### config.mk
export PLATFORM = sky130hd
export DESIGN_NAME = warp_xwb_arbiter
export DESIGN_NICKNAME = d
export VERILOG_FILES = /design/src/rtl/warp_xwb_arbiter_pkg.sv /design/src/rtl/warp_xwb_fifo.sv /design/src/rtl/warp_xwb_arbiter.sv
export SDC_FILE = /design/constraint.sdc
export NUM_CORES = 1
export LEC_CHECK = 0
export BUFFER_PORTS_ARGS = -buffer_cell sky130_fd_sc_hd__clkbuf_2
export CAP_MARGIN = 20
export CORE_MARGIN = 10
export CORE_UTILIZATION = 55
export DETAILED_ROUTE_END_ITERATION = 10
export PLACE_DENSITY = 0.8
export SYNTH_ARGS = -nofsm -noshare
export SYNTH_HDL_FRONTEND = slang
export SYNTH_SLANG_ARGS = --single-unit
export TNS_END_PERCENT = 100
### constraint.sdc
create_clock -name i_clk -period 3.8 [get_ports i_clk]
set_clock_uncertainty 0.15 [all_clocks]
set_input_delay 0.76 -clock i_clk [delete_from_list [all_inputs] [get_ports i_clk]]
set_output_delay 0.76 -clock i_clk [all_outputs]
set_load 0.005 [all_outputs]
### src/rtl/warp_xwb_arbiter_pkg.sv
// Shared types and constants for the warp_xrf write-back arbiter.
package warp_xwb_arbiter_pkg;

    localparam logic [4:0] XWB_RD_ZERO = 5'd0;

    typedef struct packed {
        logic [4:0]  rd;
        logic [63:0] data;
    } xwb_ent_t;

    // The credit counter must be able to hold LNG_DEPTH itself.
    function automatic int xwb_cred_w(input int depth);
        return $clog2(depth) + 1;
    endfunction

endpackage

### src/rtl/warp_xwb_fifo.sv
// Long-result buffer: DEPTH entries, wrap-around pointers plus occupancy count.
// A push into a full FIFO is accepted only when a pop happens in the same cycle.
module warp_xwb_fifo #(
    parameter int DEPTH = 4,
    parameter int W     = 69
) (
    input  logic         i_clk,
    input  logic         i_rst_n,
    input  logic         i_push,
    input  logic [W-1:0] i_wdata,
    input  logic         i_pop,
    output logic [W-1:0] o_head,
    output logic         o_empty,
    output logic         o_full
);
    localparam int AW = $clog2(DEPTH);

    logic [W-1:0]  mem_q [DEPTH];
    logic [AW-1:0] wptr_q, rptr_q;
    logic [AW:0]   cnt_q;
    logic          do_push, do_pop;

    assign o_empty = (cnt_q == '0);
    assign o_full  = (cnt_q == (AW+1)'(DEPTH));
    assign o_head  = mem_q[rptr_q];
    assign do_pop  = i_pop && !o_empty;
    assign do_push = i_push && (!o_full || do_pop);

    always_ff @(posedge i_clk or negedge i_rst_n) begin
        if (!i_rst_n) begin
            for (int i = 0; i < DEPTH; i++) mem_q[i] <= '0;
            wptr_q <= '0;
            rptr_q <= '0;
            cnt_q  <= '0;
        end else begin
            if (do_push) begin
                mem_q[wptr_q] <= i_wdata;
                wptr_q        <= wptr_q + 1'b1;
            end
            if (do_pop) rptr_q <= rptr_q + 1'b1;
            case ({do_push, do_pop})
                2'b10:   cnt_q <= cnt_q + 1'b1;
                2'b01:   cnt_q <= cnt_q - 1'b1;
                default: cnt_q <= cnt_q;
            endcase
        end
    end

endmodule

### src/rtl/warp_xwb_arbiter.sv
// Shares the two warp_xrf write ports between fixed lanes A/B and buffered long results.
// Optional macro WARP_XWB_BYPASS_EN lets a long result skip an empty FIFO.
module warp_xwb_arbiter
    import warp_xwb_arbiter_pkg::*;
#(
    parameter int LNG_DEPTH = 4
) (
    input  logic        i_clk,
    input  logic        i_rst_n,
    input  logic        i_a_valid,
    input  logic [4:0]  i_a_rd,
    input  logic [63:0] i_a_data,
    input  logic        i_b_valid,
    input  logic [4:0]  i_b_rd,
    input  logic [63:0] i_b_data,
    input  logic        i_lng_issue,
    input  logic        i_lng_valid,
    input  logic [4:0]  i_lng_rd,
    input  logic [63:0] i_lng_data,
    output logic        o_lng_credit,
    output logic        o_rd1_wen,
    output logic [4:0]  o_rd1_addr,
    output logic [63:0] o_rd1_wdata,
    output logic        o_rd2_wen,
    output logic [4:0]  o_rd2_addr,
    output logic [63:0] o_rd2_wdata,
    output logic        o_lng_retire,
    output logic [4:0]  o_lng_retire_rd
);
    localparam int CW = xwb_cred_w(LNG_DEPTH);

    xwb_ent_t        lng_in, fifo_head, cand;
    logic            fifo_empty, fifo_full, fifo_push, fifo_pop;
    logic            a_ok, b_ok, a_wr, cand_v, cand_zero, place, byp, to_rd1, to_rd2;
    logic            issue_ok;
    logic [CW-1:0]   cnt_q, cnt_d;

    assign lng_in = '{rd: i_lng_rd, data: i_lng_data};

    warp_xwb_fifo #(.DEPTH(LNG_DEPTH), .W($bits(xwb_ent_t))) u_fifo (
        .i_clk   (i_clk),
        .i_rst_n (i_rst_n),
        .i_push  (fifo_push),
        .i_wdata (lng_in),
        .i_pop   (fifo_pop),
        .o_head  (fifo_head),
        .o_empty (fifo_empty),
        .o_full  (fifo_full)
    );

    // Lane A loses to B on a shared destination: B is younger, so its value is the architectural one.
    assign a_ok = i_a_valid && (i_a_rd != XWB_RD_ZERO);
    assign b_ok = i_b_valid && (i_b_rd != XWB_RD_ZERO);
    assign a_wr = a_ok && !(b_ok && (i_a_rd == i_b_rd));

`ifdef WARP_XWB_BYPASS_EN
    assign cand_v = !fifo_empty || i_lng_valid;
    assign cand   = fifo_empty ? lng_in : fifo_head;
`else
    assign cand_v = !fifo_empty;
    assign cand   = fifo_head;
`endif

    // An x0 long result retires without needing a port.
    assign cand_zero = (cand.rd == XWB_RD_ZERO);
    assign place     = cand_v && (cand_zero || !a_wr || !b_ok);
    assign to_rd1    = place && !cand_zero && !a_wr;
    assign to_rd2    = place && !cand_zero && a_wr;
    assign byp       = place && fifo_empty;
    assign fifo_pop  = place && !fifo_empty;
    assign fifo_push = i_lng_valid && !byp;

    assign issue_ok = i_lng_issue && (cnt_q != '0);
    assign cnt_d    = cnt_q + {{(CW-1){1'b0}}, place} - {{(CW-1){1'b0}}, issue_ok};

    always_ff @(posedge i_clk or negedge i_rst_n) begin
        if (!i_rst_n) begin
            cnt_q           <= CW'(LNG_DEPTH);
            o_lng_credit    <= 1'b1;
            o_rd1_wen       <= 1'b0;
            o_rd1_addr      <= '0;
            o_rd1_wdata     <= '0;
            o_rd2_wen       <= 1'b0;
            o_rd2_addr      <= '0;
            o_rd2_wdata     <= '0;
            o_lng_retire    <= 1'b0;
            o_lng_retire_rd <= '0;
        end else begin
            cnt_q           <= cnt_d;
            o_lng_credit    <= (cnt_d != '0);
            o_rd1_wen       <= a_wr || to_rd1;
            o_rd1_addr      <= a_wr ? i_a_rd   : (to_rd1 ? cand.rd   : '0);
            o_rd1_wdata     <= a_wr ? i_a_data : (to_rd1 ? cand.data : '0);
            o_rd2_wen       <= b_ok || to_rd2;
            o_rd2_addr      <= b_ok ? i_b_rd   : (to_rd2 ? cand.rd   : '0);
            o_rd2_wdata     <= b_ok ? i_b_data : (to_rd2 ? cand.data : '0);
            o_lng_retire    <= place;
            o_lng_retire_rd <= place ? cand.rd : '0;
        end
    end

    a_no_issue_without_credit: assert property (@(posedge i_clk) disable iff (!i_rst_n)
        !(i_lng_issue && (cnt_q == '0)));
    a_no_fifo_overflow: assert property (@(posedge i_clk) disable iff (!i_rst_n)
        !(fifo_push && fifo_full && !fifo_pop));
    a_head_rd_not_lane_rd: assert property (@(posedge i_clk) disable iff (!i_rst_n)
        !(cand_v && !cand_zero && ((a_ok && cand.rd == i_a_rd) || (b_ok && cand.rd == i_b_rd))));
    a_ports_distinct: assert property (@(posedge i_clk) disable iff (!i_rst_n)
        !(o_rd1_wen && o_rd2_wen && (o_rd1_addr == o_rd2_addr)));

endmodule

==> results of run 1 <==
## critical path, delay by kind of cell (launching register included)
kind            cells  cell delay (ps)
mux                 1              600
buf+inv             1               60
flops               1              530
compound gates      1              290
xor+xnor            2              290
fa+ha+maj           2              600
simple gates        3              700
## registers in the layout, summed over array words and instances (netlist names)
register and flops:
o_rd2_addr 5, o_lng_retire_rd 5, u_fifo.rptr_q 2, cnt_q 3, o_rd1_addr 5, o_rd2_wen 1
o_lng_retire 1, o_rd1_wdata 64, o_rd2_wdata 64, o_rd1_wen 1, u_fifo.cnt_q 3, o_lng_credit 1
u_fifo.wptr_q 2, u_fifo.mem_q 276
## routing by layer
layer	global-route usage (%)	wire (µm)	vias to the layer above
met4	6.13	1080	4
li1	-	-	5171
met1	28.2	19100	6104
met3	5.37	3020	73
met2	38.1	23400	373
met5	0	32	-
## worst paths after layout
| path | from | slack, ps | end |
|---|---|---|---|
| max reg2reg | u_fifo.rptr_q[0] | 490 | u_fifo.cnt_q[2] |
| min in group i_clk | i_a_data[11] | 270 | o_rd1_wdata[11] |
| max | u_fifo.rptr_q[0] | 490 | u_fifo.cnt_q[2] |
| min reg2reg | u_fifo.mem_q[181] | 350 | u_fifo.mem_q[181] |
| min | i_rst_n | 100 | u_fifo.mem_q[101] |
| max in group asynchronous | i_rst_n | 2430 | u_fifo.mem_q[181] |
## cells by family after synthesis
logic type	Yosys count
simple gates	230
buf+inv	100
flops	433
xor+xnor	13
compound gates	89
fa+ha+maj	9
mux	347
## cells in the mapped netlist, types with 3 or more instances
master	count
mux2_2	237
inv_1	11
a32o_1	69
xor2_1	8
buf_6	4
and3_1	4
a21oi_1	3
nand2_1	144
buf_4	12
nor2_1	5
a21oi_4	4
nand3_1	69
dfrtp_1	431
buf_2	11
buf_1	9
clkbuf_1	49
mux4_2	69
ha_1	7
mux2_4	40
xnor2_1	5
buf_8	4
## cell type report
class                      instances  area, µm²  area share (%)
sequential                       433      10800            49.1
multi-input combinational        688       6990            31.7
timing repair buffer             398       2220            10.1
clock buffer                      57       1210            5.49
tap                              442        553            2.51
clock inverter                    19        204           0.924
inverter                          11       41.3           0.187
antenna                            2       5.00          0.0227
## power by group through the flow
stage / logic (mW) / registers, mW / clock network (mW)
6_report: 7.40 / 7.84 / 4.27
5_1_grt: 8.01 / 8.08 / 4.55
4_1_cts: 7.50 / 7.83 / 4.35
3_5_place_dp: 7.41 / 7.87 / 0
3_3_place_gp: 7.17 / 7.74 / 0
2_1_floorplan: 5.27 / 7.59 / 0
## through the flow
step           hold WS (ps)  setup slack, ps  power [mW]
6_report                104              486        19.5
2_1_floorplan           314              512        12.9
4_1_cts                 111              488        19.7
5_1_grt                 124              320        20.6
3_3_place_gp            334              106        14.9
3_5_place_dp            339             43.2        15.3
==> summary.md, run 1 <==
| Metric | Value |
|---|---|
| Outcome | `finished clean` |
| Crit. End Element | `flop` |
| Post-synth top area cell | `dfrtp_1` |
| Initial DRC count | `roughly 590` |
| Fin nets | `around 1800` |
| Synth warn | `0` |
| Fin crit period | `3310 ps` |
| Post-synth EDFFs | `0` |
| Number of hold-repair buffers added at the cts stage | `0` |
| I/O pins | `360` |
| Fmax | `about 0.30 GHz` |
| Power density cells | `884 nW/µm²` |
| Area delta synth->final | `20.7%` |
| Slowest stage delay, CP | `approximately 600 ps` |
| Sequential area share after synthesis | `approximately three fifths` |
| Commonest non-fill, non-tap cell in the layout | `dfrtp_1` |
| Final Hold Fails | `0` |
| Pint | `13.3 mW` |
| Routed vias | `11725` |
| Hold WC Path Type | `in2async` |
| Adder-Cell Fraction of Synth Area | `less than 1%` |
| Setup TNS | `0 ps` |
| Worst slew margin | `between 30% and 40%` |
| Pleak | `between 10 and 15 nW` |
| DRT antenna net count | `0` |
| Antenna violations before repair | `4` |
| # DRC | `0` |
| Number of buffers added on ports | `~360` |
| CTS Buf Count | `44` |
| Synth Net Count | `~1400` |
| Clock sinks | `433` |
| DR vias/cell | `around 5.7` |
| Drt pass-1 iters | `4` |
| Largest net degree at the start of global routing | `89` |
| Clock Path Buffers | `3` |
| Cell area after synthesis | `around 18000 µm²` |
| Data arrival, critical path | `~3600 ps` |
| Syn Inst Count | `~1200` |
| Root Buffer | `clkbuf_16` |
| Final Max Slew Viols | `0` |
| Core area | `between 30000 and 40000 µm²` |
| Htree depth | `2` |
| Syn Area/Cell | `roughly 15 µm²` |
| Switching share of total power | `a little under a third` |
| Largest cells by area after synthesis | `dfrtp_1 59%, mux2_2 15%, mux4_2 8.5%, a32o_1 3.8%, mux2_4 3.3%` |
| Die width | `202 µm` |
| Sequential power share | `approximately two fifths` |
| RSZ-0062 raised after global routing | `no` |
| Crit path max-delay cell type | `mux4_2` |
| R2R depth | `10` |
| Fillcell total | `2308` |
| Vias in the first global route | `approximately 13000` |
| Compound-Gate Fraction of Synth Area | `~4.8%` |
| First-pass GRT wire length | `~74 mm` |
| Row count | `66` |
| Drt wl/cell | `between 20 and 25 µm` |
| Final critical-path share of the clock period | `slightly below 90%` |
| Die area | `41000 µm²` |
| Starting density of the core | `a little under three fifths` |
| GP Congestion | `0.832` |
| Max VDD drop | `~0.54 mV` |
| Design Area, Final | `~22000 µm²` |
| Final WL | `~47 mm` |
| FFs w/ async S/R, synth | `between 90% and 100%` |
| Layout cell share with drive strength beyond 1 | `between 50% and 60%` |
| Main synth FF type | `dfrtp_1` |
| Fin util | `about two thirds` |
| Worst-path clk slew | `60 ps` |
| Flops & latches, synth | `roughly 430` |
| Synth top area share | `59.0%` |
| Synth Area in XOR/XNOR | `less than 1%` |
| Layout Cells excl Fill | `between 2000 and 2500` |
| Post-cts resize count | `0` |
| Worst-path cell chain | `mux4_2 -> nor3_2 -> nand2_4 -> a21oi_1 -> ha_1 -> inv_1 -> fa_1 -> xor2_1 -> nor2_1 -> xor2_1` |
| Cells after DPL | `1972` |
| Mux cell area share after synthesis | `a little over a quarter` |
| CP Launch Type | `flop` |
| Gate power share | `between 30% and 40%` |
| Post-DP Area | `20700 µm²` |
| CTS tree | `built` |
| Switch Pwr | `slightly above 6 mW` |
| Clk_lat worst skew | `530 ps` |
| Worst-path fanout max | `9` |
| Worst path required time | `4100 ps` |
| Postcts setup bufs | `0` |
| GRT Total Usage | `~22%` |
| Placed wire-length estimate | `between 30 and 40 mm` |
| Simple-gate portion of the synthesized area | `5.40%` |
| Remaining Overflow, GRT | `0` |
| Crit path kind | `reg2reg` |
| Largest family of logic cells by synthesized area | `multiplexers` |
| Worst slew pin tran | `just under 1000 ps` |
| Final setup vio count | `0` |
| Synth unique cells | `39` |
| Most frequent cells in the layout | `429 x dfrtp_1, 358 x clkbuf_2, 237 x mux2_2` |
| Most used cell, CP | `xor2_1` |
| Clock network fraction of total power | `between 20% and 30%` |
| Maxcap violations | `0` |
| Die height | `a little over 200 µm` |
Note: power is estimated with default switching activity, not from simulation.
==> run 2: changes to the inputs <==
--- a/config.mk
+++ b/config.mk
@@ -8,9 +8,9 @@
 export BUFFER_PORTS_ARGS = -buffer_cell sky130_fd_sc_hd__clkbuf_2
 export CAP_MARGIN = 20
 export CORE_MARGIN = 10
-export CORE_UTILIZATION = 55
+export CORE_UTILIZATION = 35
+export CTS_CLUSTER_DIAMETER = 200
 export DETAILED_ROUTE_END_ITERATION = 10
-export PLACE_DENSITY = 0.8
 export SYNTH_ARGS = -nofsm -noshare
 export SYNTH_HDL_FRONTEND = slang
 export SYNTH_SLANG_ARGS = --single-unit
==> summary.md, run 2 (synthesized netlist as in run 1, its figures left out) <==
| Metric | Value |
|---|---|
| Biggest register | `u_fifo.mem_q` |
| Fillcell total | `4719 (+100%)` |
| Routed vias | `11681 (-0.38%)` |
| Core area | `51500 µm² (+58%)` |
| Place WS | `96.7 ps (+53.5 ps)` |
| Most frequent cells in the layout | `429 x dfrtp_1, 358 x clkbuf_2, 237 x mux2_2` |
| Most used cell, CP | `xor2_1` |
| Crit path max-delay cell type | `mux4_2` |
| Setup ws final | `534 ps (+47.1 ps)` |
| Largest net degree at the start of global routing | `84 (-5.6%)` |
| Cells after DPL | `2209 (+12%)` |
| DR vias/cell | `5.09 (-11%)` |
| Die width | `249 µm (+23%)` |
| Worst slew pin tran | `1100 ps (+122 ps)` |
| CTS tree | `built` |
| Drt pass-1 iters | `5 (+1)` |
| Placed wire-length estimate | `34.6 mm (+9.8%)` |
| Max VDD drop | `0.578 mV (+6.5%)` |
| Starting density of the core | `35.5% (-20 points)` |
| Area delta synth->final | `23.5%` |
| Initial DRC count | `482 (-18%)` |
| RSZ-0062 raised after global routing | `no` |
| Final Max Slew Viols | `0 (unchanged)` |
| Crit. End Element | `flop` |
| Data arrival, critical path | `3610 ps (about the same)` |
| Pleak | `10.4 nW (+0.93%)` |
| I/O pins | `360 (unchanged)` |
| Remaining Overflow, GRT | `0 (unchanged)` |
| Post-cts resize count | `0 (unchanged)` |
| Final WL | `49.7 mm (+6.5%)` |
| Outcome | `finished clean` |
| Clk_lat worst skew | `570 ps (+40 ps)` |
| Diodes inserted | `0 (-2)` |
| Crit path kind | `reg2reg` |
| R2r startpoint | `u_fifo.rptr_q[0]` |
| # DRC | `0 (unchanged)` |
| GRT Total Usage | `15.8% (-6.6 points)` |
| Layout cell share with drive strength beyond 1 | `51.3% (-0.22 points)` |
| Maxcap violations | `0 (unchanged)` |
| Vias in the first global route | `12995 (+1.3%)` |
| R2R depth | `10 (unchanged)` |
| Sequential Area | `10800 µm² (unchanged)` |
| Die height | `249 µm (+23%)` |
| Clock Path Buffers | `3 (unchanged)` |
| Design Power | `20.0 mW (+2.3%)` |
| Fin crit period | `3270 ps (-47.1 ps)` |
| R2r setup slk | `530 ps (+50 ps)` |
| Postcts setup bufs | `0 (unchanged)` |
| Setup TNS | `0 ps (unchanged)` |
| DRT antenna net count | `0 (unchanged)` |
| Power density cells | `884 nW/µm² (about the same)` |
| GP Congestion | `0.779 (-6.3%)` |
| Final setup vio count | `0 (unchanged)` |
| CTS Buf Count | `48 (+9.1%)` |
| Die area | `61800 µm² (+51%)` |
| Max FFs per register | `276 (unchanged)` |
| Htree depth | `2 (unchanged)` |
| Root Buffer | `clkbuf_16` |
| Worst path required time | `4140 ps (+40 ps)` |
| Final Hold Fails | `0 (unchanged)` |
| Worst-path fanout max | `9 (unchanged)` |
| Number of hold-repair buffers added at the cts stage | `0 (unchanged)` |
| Leading registers by flop count | `u_fifo.mem_q: 276 flops, o_rd1_wdata: 64 flops, o_rd2_wdata: 64 flops` |
| Fin nets | `1801 (+0.17%)` |
| CP Launch Type | `flop` |
| Clock sinks | `433 (unchanged)` |
| Layout Cells excl Fill | `2293 (+12%)` |
| Slowest stage delay, CP | `590 ps (about the same)` |
| First-pass GRT wire length | `78.1 mm (+6.1%)` |
| Commonest non-fill, non-tap cell in the layout | `dfrtp_1` |
| RR Endpoint | `u_fifo.cnt_q[2]` |
| Worst-path clk slew | `60 ps (about the same)` |
| Drt wl/cell | `21.7 µm (-4.8%)` |
| Worst slew margin | `26.8% (-8.1 points)` |
| Row count | `83 (+26%)` |
| Final critical-path share of the clock period | `86.0% (-1.2 points)` |
| Hold WC Path Type | `in2async` |
| Fin util | `43.9% (-24 points)` |
| Multi-input logic area | `6990 µm² (about the same)` |
| Worst-path cell chain | `mux4_2 -> nor3_2 -> nand2_4 -> a21oi_1 -> ha_1 -> inv_1 -> fa_1 -> xor2_1 -> nor2_1 -> xor2_1` |
| Antenna violations before repair | `2 (-2)` |
| Number of buffers added on ports | `359 (unchanged)` |
| Fmax | `0.306 GHz (+1.4%)` |
## run 2: cell count changes in the layout (fill, tap and decap cells not counted), sizes merged
cell      delta
buf          -1
bufinv       +1
clkbuf      +14
clkinv       -8
clkinvlp     -2
diode        -2
inv          +3
## run 2: worst max-delay path: cells and delay by family (launching register included)
| family | cells | cell delay, ps |
|---|---|---|
| fa+ha+maj | 2 | 600 |
| compound gates | 1 | 280 |
| xor+xnor | 2 | 300 |
| flops | 1 | 520 |
| mux | 1 | 590 |
| buf+inv | 1 | 60 |
| simple gates | 3 | 690 |
## run 2: routing by layer
layer	vias up	part of all wire (%)	GRT usage [%]	routed length (µm)
li1	5165	-	-	-
met1	6081	43	20.0	21200
met2	354	49	26.3	24200
met3	77	6.3	4.22	3150
met4	4	2.1	4.52	1060
met5	-	0.046	0	23
## run 2: worst max-delay path by stage
stage                     start         endpoint  cells past startpoint
5_1_grt        u_fifo.rptr_q[0]  u_fifo.cnt_q[2]                     10
3_5_place_dp          i_b_rd[0]  u_fifo.cnt_q[2]                     13
2_1_floorplan         i_a_rd[4]  u_fifo.cnt_q[2]                     11
4_1_cts        u_fifo.rptr_q[0]  u_fifo.cnt_q[2]                     10
3_3_place_gp          i_b_rd[0]  u_fifo.cnt_q[2]                     13
6_report       u_fifo.rptr_q[0]  u_fifo.cnt_q[2]                     10
## run 2: report_power, final
group          internal [mW]  total, mW  switching, mW
logic                   4.04       7.49           3.46
clock network           2.84       4.68           1.84
registers               6.80       7.79          0.989
## run 2: final cells by class
type | instances | share of cell area (%)
sequential | 433 | 48.0
multi-input combinational | 688 | 31.0
timing repair buffer | 397 | 10.1
clock buffer | 71 | 6.10
tap | 680 | 3.77
clock inverter | 13 | 0.892
inverter | 11 | 0.183
## run 2: metrics by stage
step | cell area [µm²] | hold slack (ps)
floorplan | 18300 | 314
global placement | 21000 | 333
detailed placement | 21000 | 340
CTS | 22600 | 56.3
global route | 22600 | 78.1
finish | 22600 | 44.1
==> run 3: changes to the inputs <==
--- a/config.mk
+++ b/config.mk
@@ -13,5 +13,6 @@
 export DETAILED_ROUTE_END_ITERATION = 10
 export SYNTH_ARGS = -nofsm -noshare
 export SYNTH_HDL_FRONTEND = slang
+export SYNTH_HIERARCHICAL = 1
 export SYNTH_SLANG_ARGS = --single-unit
 export TNS_END_PERCENT = 100
==> summary.md, run 3 <==
| Metric | Value |
|---|---|
| Sequential power share | `38.4% (-0.6 points)` |
| Fmax | `0.277 GHz (-9.6%)` |
| Synth Net Count | `1417 (-1.8%)` |
| Max FFs per register | `276 (unchanged)` |
| Max VDD drop | `0.319 mV (-45%)` |
| Final Hold Fails | `0 (unchanged)` |
| Clk_lat worst skew | `580 ps (about the same)` |
| Commonest non-fill, non-tap cell in the layout | `dfrtp_1` |
| Synth warn | `6 (+6)` |
| Row count | `83 (unchanged)` |
| DRT antenna net count | `0 (unchanged)` |
| Post-cts resize count | `0 (unchanged)` |
| DR vias/cell | `4.87 (-4.4%)` |
| CP Launch Type | `flop` |
| Clock network fraction of total power | `24.7% (+1.3 points)` |
| Final Max Slew Viols | `0 (unchanged)` |
| Final critical-path share of the clock period | `95.1% (+9.2 points)` |
| Switch Pwr | `6.29 mW (+0.10%)` |
| Syn Area/Cell | `15.3 µm² (+2.4%)` |
| Drt wl/cell | `20.5 µm (-5.2%)` |
| CTS tree | `built` |
| Vias in the first global route | `12559 (-3.4%)` |
| Final setup vio count | `0 (unchanged)` |
| Power density cells | `888 nW/µm² (+0.44%)` |
| Gate power share | `36.8% (-0.7 points)` |
| Final WL | `47.1 mm (-5.1%)` |
| Fin nets | `1798 (-0.17%)` |
| I/O pins | `360 (unchanged)` |
| Hold WC Path Type | `in2async` |
| Setup TNS | `0 ps (unchanged)` |
| Worst-path clk slew | `60 ps (about the same)` |
| Biggest register | `u_fifo/mem_q` |
| Maxcap violations | `0 (unchanged)` |
| Postcts setup bufs | `0 (unchanged)` |
| Leading registers by flop count | `u_fifo/mem_q: 276 flops, o_rd1_wdata: 64 flops, o_rd2_wdata: 64 flops` |
| Syn Inst Count | `1195 (-2.1%)` |
| Htree depth | `2 (unchanged)` |
| Number of hold-repair buffers added at the cts stage | `0 (unchanged)` |
| Worst-path fanout max | `6 (-3)` |
| Layout cell share with drive strength beyond 1 | `52.1% (+0.78 points)` |
| Initial DRC count | `512 (+6.2%)` |
| Antenna violations before repair | `5 (+3)` |
| Die width | `249 µm (+0.11%)` |
| First-pass GRT wire length | `74.6 mm (-4.6%)` |
| # DRC | `0 (unchanged)` |
| Design Power | `20.3 mW (+1.6%)` |
| Drt pass-1 iters | `4 (-1)` |
| Worst path required time | `4150 ps (about the same)` |
| Crit path kind | `reg2reg` |
| Clock Path Buffers | `3 (unchanged)` |
| Routed vias | `11174 (-4.3%)` |
| Worst slew margin | `39.4% (+13 points)` |
| Remaining Overflow, GRT | `0 (unchanged)` |
| CP startpoint | `u_fifo/rptr_q[0]` |
| Largest net degree at the start of global routing | `103 (+23%)` |
| Root Buffer | `clkbuf_16` |
| Switching share of total power | `31.0% (-0.47 points)` |
| Die area | `61900 µm² (+0.21%)` |
| Pleak | `10.8 nW (+3.8%)` |
| Clock sinks | `433 (unchanged)` |
| CTS Buf Count | `49 (+2.1%)` |
| Placed wire-length estimate | `32.4 mm (-6.6%)` |
| Starting density of the core | `35.5% (about the same)` |
| Core area | `51600 µm² (+0.20%)` |
| Die height | `249 µm (+0.11%)` |
| Data arrival, critical path | `3960 ps (+350 ps)` |
| Outcome | `finished clean` |
| GP Congestion | `0.752 (-3.5%)` |
| RSZ-0062 raised after global routing | `no` |
| Crit. End Element | `flop` |
| Worst slew pin tran | `909 ps (-188 ps)` |
| Worst hold slack | `105 ps (+60.4 ps)` |
| Fin crit period | `3610 ps (+348 ps)` |
| Most frequent cells in the layout | `429 x dfrtp_1, 359 x clkbuf_2, 267 x mux2_2` |
| Pint | `14.0 mW (+2.3%)` |
| R2r startpoint | `u_fifo/rptr_q[0]` |
| GRT Total Usage | `15.0% (-0.84 points)` |
| Cell area after synthesis | `18300 µm² (+0.23%)` |
| Area delta synth->final | `24.7%` |
| Number of buffers added on ports | `359 (unchanged)` |
-- run 3: routing by layer --
layer | vias up | routed length (µm) | part of all wire [%] | track usage (%)
met4 | 4 | 805 | 1.7 | 3.80
li1 | 5020 | - | - | -
met5 | - | 32 | 0.068 | 0
met1 | 5844 | 20000 | 43 | 18.4
met2 | 239 | 24100 | 51 | 26.2
met3 | 67 | 2180 | 4.6 | 3.46
-- run 3: path summary, 6_finish.rpt --
path	to	slack [ps]	depth (start not counted)
setup / recovery	o_lng_credit	190	12
hold / removal	o_rd1_wdata[6]	100	1
setup reg to reg	o_lng_credit	190	12
hold reg to reg	u_fifo/mem_q[233]	340	1
max in group asynchronous	u_fifo/mem_q[82]	2480	2
min in group i_clk	o_rd1_wdata[48]	240	3
-- run 3: cell type report --
| class | count | area (µm²) |
|---|---|---|
| Tap cell | 680 | 851 |
| Clock buffer | 64 | 1430 |
| Multi-Input combinational cell | 615 | 6820 |
| Sequential cell | 433 | 10800 |
| Timing Repair Buffer | 404 | 2320 |
| Clock inverter | 23 | 315 |
| Antenna cell | 3 | 7.51 |
| Inverter | 73 | 274 |
| Fill cell | 4639 | 28800 |
-- run 3: through the flow --
| step | area (µm²) | std cells | setup WS (ps) | util, % |
|---|---|---|---|---|
| 2_1_floorplan | 18300 | 1195 | 28.4 | - |
| 3_3_place_gp | 21100 | 2200 | 111 | 40.8 |
| 3_5_place_dp | 21100 | 2200 | 39.0 | 40.8 |
| 4_1_cts | 22800 | 2287 | 116 | 44.2 |
| 5_1_grt | 22800 | 2293 | 7.12 | 44.3 |
| 6_report | 22900 | 2295 | 186 | 44.3 |
-- run 3: power by group through the flow --
stage	Clock, mW	Combinational, mW	Sequential (mW)
2_1_floorplan	0	5.20	7.64
3_3_place_gp	0	7.45	7.78
3_5_place_dp	0	7.62	7.88
4_1_cts	5.15	7.64	7.82
5_1_grt	5.37	8.20	8.06
6_report	5.02	7.48	7.79
-- run 3: critical path, stage by stage, from the launching register on --
cell	delay [ps]
dfrtp_4	480
mux4_2	520
or4_1	580
nor2_2	140
nor3_1	90
buf_4	180
a21oi_1	230
ha_1	180
inv_1	50
fa_1	370
xnor2_1	140
xnor2_1	140
or3_1	310
